===== src/rtl/register_file.sv =====
// register_file: 2R1W integer register file, async active-low reset, x0 hardwired to zero
module register_file #(
  parameter int DATA_WIDTH = 32,
  parameter int ADDR_WIDTH = 5
) (
  input  logic                  clk,
  input  logic                  rst_n,
  input  logic                  WriteEn,
  input  logic [ADDR_WIDTH-1:0] Rs1,
  input  logic [ADDR_WIDTH-1:0] Rs2,
  input  logic [ADDR_WIDTH-1:0] rd,
  input  logic [DATA_WIDTH-1:0] InputData,
  output logic [DATA_WIDTH-1:0] Rout1,
  output logic [DATA_WIDTH-1:0] Rout2
);
  localparam int DEPTH = 2 ** ADDR_WIDTH;
  logic [DATA_WIDTH-1:0] regs_q [DEPTH];
  logic                  wr_d;
  assign wr_d = WriteEn && (rd != '0);
  always_ff @(posedge clk or negedge rst_n) begin
    if (!rst_n) begin
      for (int i = 0; i < DEPTH; i++) regs_q[i] <= '0;
    end else if (wr_d) begin
      regs_q[rd] <= InputData;
    end
  end
  // reads are unbypassed: a same-cycle write only shows after the edge
  assign Rout1 = (Rs1 == '0) ? '0 : regs_q[Rs1];
  assign Rout2 = (Rs2 == '0) ? '0 : regs_q[Rs2];
endmodule


===== config.mk =====
export PLATFORM = sky130hd
export DESIGN_NAME = register_file
export DESIGN_NICKNAME = d
export VERILOG_FILES = /design/src/rtl/register_file.sv
export SDC_FILE = /design/constraint.sdc
export NUM_CORES = 2
export LEC_CHECK = 0
export ABC_AREA = 1
export BUFFER_PORTS_ARGS = -buffer_cell sky130_fd_sc_hd__buf_2
export CAP_MARGIN = 20
export CORE_MARGIN = 10
export CORE_UTILIZATION = 40
export DETAILED_ROUTE_END_ITERATION = 6
export PLACE_DENSITY_LB_ADDON = 0.15
export SLEW_MARGIN = 30
export SYNTH_ARGS = -nofsm -noshare
export SYNTH_HDL_FRONTEND = slang
export SYNTH_SLANG_ARGS = --single-unit

===== constraint.sdc =====
create_clock -name clk -period 4 [get_ports clk]
set_input_delay 0.2 -clock clk [delete_from_list [all_inputs] [get_ports clk]]
set_output_delay 0.2 -clock clk [all_outputs]
set_load 0.02 [all_outputs]

Word-level counts from Yosys, hierarchy flattened. Cells that the tools add are included.

Register bits after elaboration: 1024. Input bits: 50. Output and inout bits: 64. Logic and storage cells: 55.

Magnitude comparators: 4. Mux-type cells: 11. Bitwise operators: 3. Reduce and logical (&&, ||, !) cells: 5.

Operators with widths (count): 1024-bit bitwise mux (1); 32-bit binary-select mux with 5-bit select (2); 32-bit 2-to-1 mux (7); 32-bit demux with 5-bit select (1); 6-bit greater-or-equal comparator (second input constant) (3); 5-bit inverter with 6-bit output (3); 5-bit zero test (2); 6-bit by 1-bit < comparator with 1-bit output (second input constant) (1); 5-bit nonzero test (1); 1-bit logical AND (2).

Longest topological paths before layout.
Depth after elaboration: 6. Gate-level depth with buffers: 13. Mapped depth without buffers: 10.

Worst setup path before layout. No wires, ideal clock.

Path kind: input to output. Start: input port Rs1[0]. End: output port Rout1[21]. Data arrival time: 1711 ps. Required time: 3800 ps. Path slack: 2089 ps. Cell stages on the path: 13. Buffers on the path: 4. Cells stage by stage: buf_2 -> inv_1 -> buf_2 -> buf_2 -> clkbuf_1 -> nand2_1 -> nand3_1 -> nand3_1 -> nand2_1 -> nand2_1 -> nand3_1 -> nand2_1 -> nor2_1.

Word-level cells in the longest chain between the ends: 5. Elaborated cells on any way between the ends: 6. Classes of those cells: mux: 4; bitwise: 1; reduce/logical: 1.

RTL lines: start, declared (line 9) `input logic [ADDR_WIDTH-1:0] Rs1,`; 5-bit inverter with 6-bit output (not written as such) (line 28) `assign Rout1 = (Rs1 == '0) ? '0 : regs_q[Rs1];`; 32-bit binary-select mux with 5-bit select (line 28); 32-bit 2-to-1 mux (not written as such) (2 in a row) (line 28); 32-bit 2-to-1 mux (*) (line 28); end, declared (line 13) `output logic [DATA_WIDTH-1:0] Rout1,`.

Mark *: on every way between the ends. The rest lies on a longest branch, timed or not. The select of a mux whose other input is x is not followed.

Final worst setup path.
Start: input port Rs1[0]. End: output port Rout1[17].

Same word-level chain as after synthesis.

==> reports/metrics.yaml <==
clock_network:
  cts_resized: 0
  cts_tree: "yes"
  cts_buffer_depth: 3
  numCtsBuffers: 119
  clock-root-buffer: "clkbuf_16"
  cts_setup_buffers: 0
  clkSlewWorstSetupHoldPaths_ns: 0.06
  insertion_delay_ns: 0.74
  ctsHoldBuffers: 23
  h-tree-depth: 3
  clock-sinks: 1024
floorplan:
  io_pins: 114
  die_w_um: 397.5
  die_area_mm2: 0.1580
  std_cell_rows: 138
  die_h_um: 397.5
  start_util_pct: 40.26
  core_mm2: 0.1416
final_layout:
  ff_latch_area_mm2: 0.02562
  final_area_mm2: 0.06332
  top_regs: "regs_q: 1024 flops"
  layout-drive-gt1-share_pct: 6.827
  nFillCells: 14600
  layout_common_cells: "nand2_1 (2,975), nand3_1 (1,365), dfrtp_1 (1,024), nor2_1 (812), a21oi_1 (627)"
  multiInputGateArea_mm2: 0.02797
  fin_nets: 8040
  final_common_cell: "nand2_1"
  largest_reg_flops: 1024
  largest-register: "regs_q"
  syn2layout_area_growth_pct: 11.08
timing:
  setup_slack_ns: 0.9423
  finalSetupTns_ns: 0
  worstMarginPinSlew_ns: 0.9927
  finClkSkew_ns: 0
  holdWs_ns: -0.02056
  slew_violations: 0
  post-route-min-period_ns: 3.058
  rsz0062_at_grt: "no"
  period_share_pct: 76.44
  slew-limit-headroom_pct: 33.75
  hold_viol: 13
  fmax_ghz: 0.3270
  finalSetupViolations: 0
synthesis:
  synthCells: 8327
  synth_nets: 8377
  syn_avg_cell_area_um2: 6.846
  synth.distinct_cells: 29
  ys_ff_latch: 1024
  ys_seq_area_share_pct: 44.95
  syn_area_mm2: 0.05700
  ys.warnings.count: 0
grt:
  grt_pass1_vias: 53000
  overflow: 0
  grt_usage_pct: 28.60
  grt_antenna_before_repair: 4
  grt_max_degree: 134
  grt_pass1_wl_um: 348900
power_and_ir_drop:
  p_leak_nw: 29.58
  power.density_mw_per_mm2: 511.7
  ir_drop_mv: 0.3892
drt:
  drtAntennaViolNets: 0
  detail_route.first_pass.iterations: 6
  vias_per_cell: 5.687
  wl_per_cell_um: 23.25
  drc_errors: 0
  drtIter0Drc: 7151
  vias: 56740
  wl_um: 232000
placement:
  io_buffers: 113
  place.gp.congestion: 0.8282
  dp_hpwl_um: 124600
  dp_slack_ns: 1.090
  placed_area_mm2: 0.05904
critical_path:
  crit_path_end_kind: "output pin"
  critPathRequiredTime_ns: 3.80
  startpoint: "Rs1[0]"
  crit_path_start_kind: "input port"
  worstPathMaxFanout: 130
  crit_arrival_ns: 2.86
  path_class: "input port to output pin"
  reg2reg_from: "regs_q[485]$_DFFE_PN0P_"
  r2r_slack_ns: 3.25
status:
  outcome: "finished with violations"
  violations: "hold timing"
min_path:
  hold_class: "input port to flip-flop"
  hp-start: "InputData[27]"
flow_run:
  drv_cap: 0
[where the power goes]
part	internal (W)	leakage, nW	switching, W
Sequential	0.0126	12.7	0.00172
Combinational	0.00250	14.8	0.00418
Clock	0.00679	2.01	0.00465
Total	0.0218	29.6	0.0105
[final cells by class]
| type | instances | area share [%] |
|---|---|---|
| Antenna cell | 2 | 0.007904 |
| Clock buffer | 183 | 5.691 |
| Clock inverter | 34 | 0.6995 |
| Inverter | 112 | 0.7509 |
| Multi-Input combinational cell | 6435 | 44.17 |
| Sequential cell | 1024 | 40.47 |
| Tap cell | 1890 | 3.735 |
| Timing Repair Buffer | 298 | 4.480 |
[worst paths after layout]
check / end / depth (start not counted)
hold reg to reg: regs_q[1023]$_DFFE_PN0P_ / 0
max in group asynchronous: regs_q[294]$_DFFE_PN0P_ / 3
hold / removal: regs_q[571]$_DFFE_PN0P_ / 3
min in group asynchronous: regs_q[802]$_DFFE_PN0P_ / 2
setup / recovery: Rout1[17] / 11
setup reg to reg: regs_q[485]$_DFFE_PN0P_ / 2
[cells by family after synthesis]
logic type | after synthesis | synth area share, %
simple gates | 5203 | 37.75
flops | 1024 | 44.95
compound gates | 1232 | 10.99
buf+inv | 868 | 6.302
[per-layer routing]
| metal | GRT usage, % | wire [um] |
|---|---|---|
| met2 | 44.23 | 101500 |
| met3 | 4.724 | 20890 |
| met1 | 39.76 | 99880 |
| met5 | 0 | 44 |
| met4 | 11.42 | 9625 |
[cells in the mapped netlist, drive strengths merged]
library cell | number | share of area [%]
a21oi | 643 | 5.8
buf | 250 | 2.2
clkbuf | 506 | 3.3
clkinv | 2 | 0.013
dfrtp | 1024 | 45
inv | 110 | 0.73
nand2 | 2988 | 20
nand3 | 1376 | 12
nand4 | 1 | 0.011
nor2 | 829 | 5.7
nor3 | 7 | 0.079
nor4 | 2 | 0.075
o211ai | 16 | 0.21
o21ai | 573 | 5.0
[stage by stage]
step | hold WS [ns] | util (%) | cells | power, W
CTS | 0.1268 | 44.72 | 9976 | 0.03248
global placement | 0.3401 | 41.63 | 9734 | 0.02082
floorplan | -0.09559 | - | 8327 | 0.01882
detailed placement | 0.3383 | 41.70 | 9736 | 0.02099
global route | 0.003959 | 44.72 | 9976 | 0.03426
finish | -0.02056 | 44.72 | 9978 | 0.03240
[critical path, stage by stage]
cell and delay [ns]:
buf_8 0.59, buf_12 0.53, nand2_1 0.12, nand3_1 0.12
nand3_1 0.09, nand2_1 0.07, nand2_1 0.06, nand3_1 0.08
nand2_1 0.06, nor2_1 0.44, buf_2 0.28
No activity file was read; power rests on OpenSTA's default activity.
